<file path="src/rtl/spi_datapath.sv">
// spi_datapath: SPI slave (CPOL=0/CPHA=0) frame decoder.
// Frame = 4-bit command, ADDR_W-bit address, DATA_W-bit data, MSB first,
// over 1/2/4 lanes. Produces register-bus style pulses and serialises
// read data onto miso.
// Optional feature macro: SPI_QUAD_EN (spi_mode 2'b10 selects 4 lanes).
// Without it, spi_mode 2'b10 falls back to single-lane operation.
module spi_datapath #(
  parameter int ADDR_W      = 20,
  parameter int DATA_W      = 16,
  parameter int SYNC_STAGES = 2
) (
  input  logic              clk,
  input  logic              reset_n,
  input  logic              sclk,
  input  logic              cs_n,
  input  logic [3:0]        mosi,
  input  logic [1:0]        spi_mode,
  input  logic [DATA_W-1:0] rdata,
  output logic              address_ready,
  output logic              data_ready,
  output logic [3:0]        miso,
  output logic [ADDR_W-1:0] addr,
  output logic [3:0]        status,
  output logic [DATA_W-1:0] wdata
);

  localparam int CMD_W   = 4;
  localparam int TOTAL_W = CMD_W + ADDR_W + DATA_W;
  localparam int SR_W    = (ADDR_W > DATA_W) ? ADDR_W : DATA_W;
  localparam int CNT_W   = $clog2(TOTAL_W + 5);
  localparam logic [CNT_W-1:0] CMD_END   = CNT_W'(CMD_W);
  localparam logic [CNT_W-1:0] ADDR_END  = CNT_W'(CMD_W + ADDR_W);
  localparam logic [CNT_W-1:0] FRAME_END = CNT_W'(TOTAL_W);

  // lanes_q encodes log2 of the lane count
  localparam logic [1:0] LANE_1 = 2'd0;
  localparam logic [1:0] LANE_2 = 2'd1;
  localparam logic [1:0] LANE_4 = 2'd2;

  typedef enum logic [2:0] {IDLE, CMD, ADDR, DATA, DONE} state_t;

  state_t state_q, state_d;
  logic [SYNC_STAGES-1:0][5:0] sync_q, sync_d;
  logic              sclk_prev_q, sclk_prev_d;
  logic [1:0]        lanes_q, lanes_d, lanes_sel;
  logic [CNT_W-1:0]  cnt_q, cnt_d, cnt_next, step;
  logic [SR_W-1:0]   rx_q, rx_d, rx_shift;
  logic [DATA_W-1:0] tx_q, tx_d, tx_shift, wdata_q, wdata_d;
  logic [ADDR_W-1:0] addr_q, addr_d;
  logic [3:0]        status_q, status_d, miso_lanes;
  logic              address_ready_q, address_ready_d;
  logic              data_ready_q, data_ready_d;
  logic              sclk_s, cs_s, sclk_rise, sclk_fall, shift_rx;
  logic [3:0]        mosi_s;
  logic              unused_bits;

  assign sclk_s    = sync_q[SYNC_STAGES-1][5];
  assign cs_s      = sync_q[SYNC_STAGES-1][4];
  assign mosi_s    = sync_q[SYNC_STAGES-1][3:0];
  assign sclk_rise = sclk_s & ~sclk_prev_q;
  assign sclk_fall = ~sclk_s & sclk_prev_q;
  assign step      = CNT_W'(1) << lanes_q;
  assign cnt_next  = cnt_q + step;
  assign shift_rx  = sclk_rise && !cs_s &&
                     (state_q == CMD || state_q == ADDR || state_q == DATA);
  // top rx bit always shifts out; upper mosi lanes unused in narrow builds
  assign unused_bits = ^{rx_q[SR_W-1], mosi_s};

  // Synchroniser chain for the asynchronous SPI pins
  always_comb begin
    sync_d[0] = {sclk, cs_n, mosi};
    for (int i = 1; i < SYNC_STAGES; i++) sync_d[i] = sync_q[i-1];
    sclk_prev_d = sclk_s;
  end

  // Lane-mode decode and per-width shift/serialise helpers
  always_comb begin
    lanes_sel  = LANE_1;
    rx_shift   = {rx_q[SR_W-2:0], mosi_s[0]};
    tx_shift   = {tx_q[DATA_W-2:0], 1'b0};
    miso_lanes = {3'b000, tx_q[DATA_W-1]};
    case (spi_mode)
      2'b01:   lanes_sel = LANE_2;
`ifdef SPI_QUAD_EN
      2'b10:   lanes_sel = LANE_4;
`endif
      default: lanes_sel = LANE_1;
    endcase
    case (lanes_q)
      LANE_2: begin
        rx_shift   = {rx_q[SR_W-3:0], mosi_s[1:0]};
        tx_shift   = {tx_q[DATA_W-3:0], 2'b00};
        miso_lanes = {2'b00, tx_q[DATA_W-1 -: 2]};
      end
`ifdef SPI_QUAD_EN
      LANE_4: begin
        rx_shift   = {rx_q[SR_W-5:0], mosi_s[3:0]};
        tx_shift   = {tx_q[DATA_W-5:0], 4'b0000};
        miso_lanes = tx_q[DATA_W-1 -: 4];
      end
`endif
      default: ;
    endcase
  end

  // FSM state register
  always_ff @(posedge clk or negedge reset_n) begin
    if (!reset_n) state_q <= IDLE;
    else          state_q <= state_d;
  end

  // FSM next state: field boundaries are multiples of 4 so cnt hits them exactly
  always_comb begin
    state_d = state_q;
    if (cs_s) state_d = IDLE;
    else begin
      case (state_q)
        IDLE: state_d = CMD;
        CMD:  if (shift_rx && cnt_next == CMD_END)   state_d = ADDR;
        ADDR: if (shift_rx && cnt_next == ADDR_END)  state_d = DATA;
        DATA: if (shift_rx && cnt_next == FRAME_END) state_d = DONE;
        default: ;
      endcase
    end
  end

  // FSM outputs / datapath next values
  always_comb begin
    lanes_d         = lanes_q;
    cnt_d           = cnt_q;
    rx_d            = rx_q;
    tx_d            = tx_q;
    addr_d          = addr_q;
    status_d        = status_q;
    wdata_d         = wdata_q;
    address_ready_d = 1'b0;
    data_ready_d    = 1'b0;
    if (cs_s) begin
      cnt_d = '0;
    end else if (state_q == IDLE) begin
      cnt_d   = '0;
      lanes_d = lanes_sel;
    end else if (shift_rx) begin
      rx_d  = rx_shift;
      cnt_d = cnt_next;
      if (cnt_next == CMD_END) status_d = rx_shift[3:0];
      if (cnt_next == ADDR_END) begin
        addr_d          = rx_shift[ADDR_W-1:0];
        address_ready_d = 1'b1;
        if (!status_q[3]) tx_d = rdata;
      end
      if (cnt_next == FRAME_END && status_q[3]) begin
        wdata_d      = rx_shift[DATA_W-1:0];
        data_ready_d = 1'b1;
      end
    end else if (sclk_fall && state_q == DATA && cnt_q != ADDR_END) begin
      // The falling edge right after the address edge is skipped so the
      // master's first data-phase rising edge samples the top chunk.
      tx_d = tx_shift;
    end
  end

  // Datapath and synchroniser registers
  always_ff @(posedge clk or negedge reset_n) begin
    if (!reset_n) begin
      sync_q          <= {SYNC_STAGES{6'b01_0000}};
      sclk_prev_q     <= 1'b0;
      lanes_q         <= LANE_1;
      cnt_q           <= '0;
      rx_q            <= '0;
      tx_q            <= '0;
      addr_q          <= '0;
      status_q        <= '0;
      wdata_q         <= '0;
      address_ready_q <= 1'b0;
      data_ready_q    <= 1'b0;
    end else begin
      sync_q          <= sync_d;
      sclk_prev_q     <= sclk_prev_d;
      lanes_q         <= lanes_d;
      cnt_q           <= cnt_d;
      rx_q            <= rx_d;
      tx_q            <= tx_d;
      addr_q          <= addr_d;
      status_q        <= status_d;
      wdata_q         <= wdata_d;
      address_ready_q <= address_ready_d;
      data_ready_q    <= data_ready_d;
    end
  end

  assign address_ready = address_ready_q;
  assign data_ready    = data_ready_q;
  assign addr          = addr_q;
  assign status        = status_q;
  assign wdata         = wdata_q;
  assign miso          = (state_q == DATA && !status_q[3]) ? miso_lanes : 4'b0000;

endmodule

</file>
<file path="config.mk">
export PLATFORM = sky130hd
export DESIGN_NAME = spi_datapath
export DESIGN_NICKNAME = d
export VERILOG_FILES = /design/src/rtl/spi_datapath.sv
export SDC_FILE = /design/constraint.sdc
export NUM_CORES = 1
export LEC_CHECK = 0
export ABC_CLOCK_PERIOD_IN_PS = 4500
export CAP_MARGIN = 20
export CORE_ASPECT_RATIO = 0.9
export CORE_MARGIN = 10
export CORE_UTILIZATION = 43
export CTS_CLUSTER_DIAMETER = 120
export DETAILED_ROUTE_END_ITERATION = 12
export GPL_ROUTABILITY_DRIVEN = 0
export PLACE_DENSITY = 0.67
export SLEW_MARGIN = 10
export SYNTH_ARGS = -nofsm -noshare
export SYNTH_HDL_FRONTEND = slang
export SYNTH_SLANG_ARGS = --single-unit
</file>
<file path="constraint.sdc">
create_clock -name clk -period 4.5 [get_ports clk]
set_input_delay 1.35 -clock clk [delete_from_list [all_inputs] [get_ports clk]]
set_output_delay 1.35 -clock clk [all_outputs]
set_load 0.01 [all_outputs]
</file>
==> run metrics, run 1 <==
Initial Util=0.444; nets=491; Hold Crit Class=flip-flop to flip-flop; root buffer cell=clkbuf_16; clock slew at reported path FFs=around 0.07 ns; Sink Count=96; largest net degree at the start of global routing=61; 1st-iter DRT viols=84; port bufs=67; first-pass GRT wire length=between 15000 and 20000 um; Post-Route Skew=roughly 0.0096 ns; cts bufs inserted=9; Yosys warning total=0; f_max=about 270 MHz; Syn Std Cell Area=~4300 um^2; Die Ht=115 um; FILL cells=~900; Synth async-reset ratio=1.00; top-area cell type share of the netlist area=0.542; final setup fails=0; Post-CTS Setup Repair Bufs=0; crit path capture=miso[1]; Die Wd=between 100 and 150 um; EDFF count, synth=0; post-DP HPWL=roughly 6300 um; CP arrival=about 2.3 ns; CTS Buffer Depth=2; Crit. path cell count=4; drt pass-1 iters=4; CTS H-tree depth=3; FF-to-FF path depth=10; vias in the first global route=~3200; core box area=~9800 um^2; status=complete, no violations; Mean Syn Cell Area=about 11 um^2; final global-route overflow total=0; Tmin final=about 3.7 ns; Slew Viols, Final=0; Seq cells post-synth=96; R2R Setup Slk=0.91 ns; VDD IR max=0.214 mV; wirelength, routed=just over 9000 um; reg2reg end=tx_q[2]; # diodes=0; vias per cell=between 5 and 6; vias after detailed routing=a little over 3000; Post-route DRC=0; worst-path cell chain=buf_4 -> nand2_1 -> nor3_1 -> clkdlybuf4s50_1; WL per Instance=about 15 um; WS Path Type=flip-flop to output pin; CP Max Fanout=27; total die area=~15000 um^2; Max Cap Viol=0; # hold bufs at CTS=0; FF-to-FF Start=lanes_q[0]; Ports=about 70; Bufs and invs on worst path=2; Cell variety after synth=between 40 and 50; register area share after synthesis=0.554; fraction of layout cells with a size suffix above 1=0.109; initial antenna violation count=0; CP endpoint kind=output pin; Worst slew margin=0.492; CTS resizes=0; clk_lat worst skew=0.34 ns; RSZ-0062 raised after global routing=no; Final Hold Fails=0; Post-DRT Antenna Nets=0; CP top delay family=buffers and inverters; gate count of the mapped netlist=between 400 and 500; Hold Slack=~0.35 ns; Crit-path slowest cell=clkdlybuf4s50_1; max incr delay on CP=0.60 ns; most common cell after layout, fill and taps aside=dfrtp_1; Rows=34; pwr dens=between 300 and 400 nW/um^2; leakage=roughly 2.3 nW; Overall Global Routing Usage=0.129; CTS tree=yes; biggest area consumer among synthesized cells=dfrtp_1; startpoint types=flip-flop; Critical Path Source=lanes_q[0]; final worst path period share=0.815; Area Growth Syn to Fin=23.5%; most frequent cells in the layout=93 x dfrtp_1, 66 x clkdlybuf4s50_1, 65 x nand2_1; Top FF cell, synth=dfrtp_1; setup tns final=0 ns; Synth area leaders=dfrtp_1 54%, mux2i_1 8.1%, o21ai_0 7.3%, nand2_1 5.6%, mux2_4 3.1%; Critical Path RT=between 3 and 4 ns; Slew @ Worst Pin=0.763 ns
registers in the layout, summed over array words and instances (netlist names), 2 cells and up:
register  count
mosi_s        2
status        4
tx_q         16
cnt_q         6
addr         20
rx_q         19
sync_d        4
wdata        16
state_q       3
metrics by stage:
stage	total power, mW	utilization	area, um^2	worst slack [ns]	std cells
floorplan	1.00	-	4350	0.884	407
global placement	1.06	0.518	5070	1.01	577
detailed placement	1.06	0.518	5070	0.928	577
CTS	1.82	0.548	5360	0.837	593
global route	1.87	0.548	5360	0.674	593
finish	1.79	0.548	5360	0.831	593
cells by family after synthesis:
logic type | Yosys count | share of synthesized area
xor gates and xnor gates | 4 | 0.00807
DFF | 96 | 0.554
buffers and inverters | 37 | 0.0455
AOI/OAI and AO/OA | 95 | 0.118
muxes | 53 | 0.135
and+or+nand+nor | 117 | 0.128
adders and majority gates | 3 | 0.0104
other | 1 | 0.000863
cell type report:
| type | count | area [um^2] | share of cell area |
|---|---|---|---|
| clock buffers | 10 | 239 | 0.0446 |
| clock inverters | 6 | 57.6 | 0.0107 |
| inverters | 8 | 30.0 | 0.00560 |
| multi-input cells | 274 | 1760 | 0.328 |
| flip-flops and latches | 96 | 2410 | 0.449 |
| well taps | 126 | 158 | 0.0294 |
| repair buffers | 73 | 713 | 0.133 |
routing by layer:
metal | vias to the layer above | wire length (um) | global-route usage
met4 | 0 | 97 | 0.0394
met2 | 53 | 4230 | 0.203
li1 | 1503 | - | -
met1 | 1461 | 4180 | 0.159
met5 | - | 0 | 0
met3 | 11 | 649 | 0.0520
how the worst min path moves through the flow:
| stage | from | cells after the start | slack [ns] | end |
|---|---|---|---|---|
| 2_1_floorplan | sync_d[6] | 0 | 0.33 | mosi_s[0] |
| 5_1_grt | sync_d[11] | 0 | 0.36 | sclk_prev_d |
| 3_3_place_gp | sync_d[6] | 0 | 0.34 | mosi_s[0] |
| 6_report | sync_d[11] | 0 | 0.35 | sclk_prev_d |
| 4_1_cts | sync_d[11] | 0 | 0.35 | sclk_prev_d |
| 3_5_place_dp | sync_d[11] | 0 | 0.33 | sclk_prev_d |
report_power, final:
part / switching [mW] / internal (mW) / leakage [nW]
logic: 0.0746 / 0.0558 / 0.862
clock network: 0.343 / 0.404 / 0.147
registers: 0.0242 / 0.887 / 1.30
total: 0.442 / 1.35 / 2.31
synth_stat cells (all sizes together) (3+ instances only):
library cell / n
a21oi: 22
buf: 16
clkbuf: 13
dfrtp: 94
inv: 8
mux2: 18
mux2i: 35
nand2: 65
nand3: 6
nand3b: 3
nor2: 24
nor3: 5
o21ai: 64
Note: power is estimated with default switching activity, not from simulation.
==> run 2: changes to the inputs <==
--- a/config.mk
+++ b/config.mk
@@ -5,7 +5,7 @@
 export SDC_FILE = /design/constraint.sdc
 export NUM_CORES = 1
 export LEC_CHECK = 0
-export ABC_CLOCK_PERIOD_IN_PS = 4500
+export ABC_CLOCK_PERIOD_IN_PS = 3500
 export CAP_MARGIN = 20
 export CORE_ASPECT_RATIO = 0.9
 export CORE_MARGIN = 10
==> constraint.sdc (replaced) <==
create_clock -name clk -period 3.5 [get_ports clk]
set_input_delay 1.05 -clock clk [delete_from_list [all_inputs] [get_ports clk]]
set_output_delay 1.05 -clock clk [all_outputs]
set_load 0.01 [all_outputs]
==> run 2 against run 1 <==
- hold slack got worse by 0.0055 ns
- count of clock-buffer cells in the layout did not move
- clock power rose by 26%
- non-clock buffer count rose by 2
- largest power group unchanged
- highest routed layer unchanged
- critical path type is now flip-flop to flip-flop
==> run metrics, run 2 (synthesis gave the netlist of run 1 again) <==
Post-route DRC=0; CTS resizes=0; Largest register FFs=20; clock slew at reported path FFs=around 0.070 ns; Post-Route Skew=approximately 0.0092 ns; first-pass GRT wire length=about 15000 um; worst-path cell chain=inv_1 -> ha_1 -> inv_1 -> fa_1 -> nand3b_1 -> xor2_1 -> nor4b_4 -> nand3_2 -> o21ai_4 -> buf_4 -> mux2_2; final worst path period share=0.909; status=complete, no violations; wirelength, routed=between 9000 and 10000 um; CP arrival=between 3 and 4 ns; Critical Path RT=around 3.7 ns; Initial Util=0.444; final setup fails=0; FF-to-FF path depth=11; f_max=between 300 and 400 MHz; CTS H-tree depth=3; cts bufs inserted=9; CP endpoint kind=flip-flop; Crit-path slowest cell=fa_1; root buffer cell=clkbuf_16; # diodes=0; final global-route overflow total=0; nets=roughly 490; WS Path Type=flip-flop to flip-flop; core box area=just under 10000 um^2; fraction of layout cells with a size suffix above 1=0.113; CP most frequent cell=inv_1; total die area=between 10000 and 15000 um^2; initial antenna violation count=0; Ports=around 70; Max Cap Viol=0; Hold Slack=between 0.3 and 0.4 ns; Post-CTS Setup Repair Bufs=0; Crit. path cell count=11; Sink Count=96; most common cell after layout, fill and taps aside=dfrtp_1; CP top delay family=simple AND/OR/NAND/NOR gates; vias after detailed routing=3015; VDD IR max=0.201 mV; post-DP HPWL=roughly 6300 um; FF-to-FF Start=lanes_q[0]; area occupied by multi-input gates=between 1500 and 2000 um^2; Hold Crit Class=flip-flop to flip-flop; Die Ht=about 120 um; Tmin final=roughly 3.2 ns; pwr dens=between 400 and 500 nW/um^2; Final Hold Fails=0; # hold bufs at CTS=0; Slew Viols, Final=0; register area=2410 um^2; clk_lat worst skew=0.34 ns; Slew @ Worst Pin=between 0.6 and 0.7 ns; R2R Setup Slk=around 0.32 ns; vias per cell=5.07; Rows=34; setup tns final=0 ns; Worst slew margin=0.553; 1st-iter DRT viols=between 150 and 200; port bufs=67; startpoint types=flip-flop; reg2reg end=tx_q[3]; crit path capture=tx_q[3]; CTS Buffer Depth=2; Critical Path Source=lanes_q[0]; WL per Instance=~15 um; Bufs and invs on worst path=3; FILL cells=between 800 and 900; Die Wd=between 100 and 150 um; most frequent cells in the layout=93 x dfrtp_1, 66 x clkdlybuf4s50_1, 65 x nand2_1; CTS tree=yes; Area Growth Syn to Fin=23.9%; Post-DRT Antenna Nets=0; leakage=2.33 nW; Overall Global Routing Usage=0.127; RSZ-0062 raised after global routing=no; max incr delay on CP=roughly 0.50 ns; vias in the first global route=between 3000 and 4000; largest net degree at the start of global routing=53; drt pass-1 iters=4; CP Max Fanout=16
## run 2: power breakdown
part / internal, mW / leakage (nW) / switching, mW
combinational: 0.0732 / 0.876 / 0.103
sequential: 1.14 / 1.30 / 0.0261
clock: 0.512 / 0.146 / 0.431
total: 1.73 / 2.33 / 0.560
## run 2: final cells by class
cell class / count / area share
clock buffer: 10 / 0.0444
clock inverter: 6 / 0.00884
inverter: 8 / 0.00558
multi-input combinational: 274 / 0.327
sequential: 96 / 0.447
tap: 126 / 0.0293
timing repair buffer: 75 / 0.138
## run 2: how the worst min path moves through the flow
stage	from	end	slack, ns	cells past startpoint
2_1_floorplan	sync_d[6]	mosi_s[0]	0.33	0
3_3_place_gp	sync_d[6]	mosi_s[0]	0.34	0
3_5_place_dp	sync_d[6]	mosi_s[0]	0.34	0
4_1_cts	sync_d[11]	sclk_prev_d	0.35	0
5_1_grt	sync_d[10]	cs_s	0.36	0
6_report	sync_d[11]	sclk_prev_d	0.34	0
## run 2: metrics by stage
step	util	power [mW]	setup slack (ns)	cell area [um^2]	instances
2_1_floorplan	-	1.29	0.0436	4350	407
3_3_place_gp	0.521	1.36	0.393	5090	579
3_5_place_dp	0.521	1.37	0.321	5090	579
4_1_cts	0.550	2.32	0.288	5380	595
5_1_grt	0.550	2.39	0.104	5380	595
6_report	0.550	2.29	0.320	5380	595
## run 2: layer usage
layer | track usage | part of all wire | vias up
li1 | - | - | 1514
met1 | 0.157 | 0.46 | 1432
met2 | 0.197 | 0.45 | 61
met3 | 0.0617 | 0.085 | 8
met4 | 0.0296 | 0.0078 | 0
met5 | 0 | 0 | -
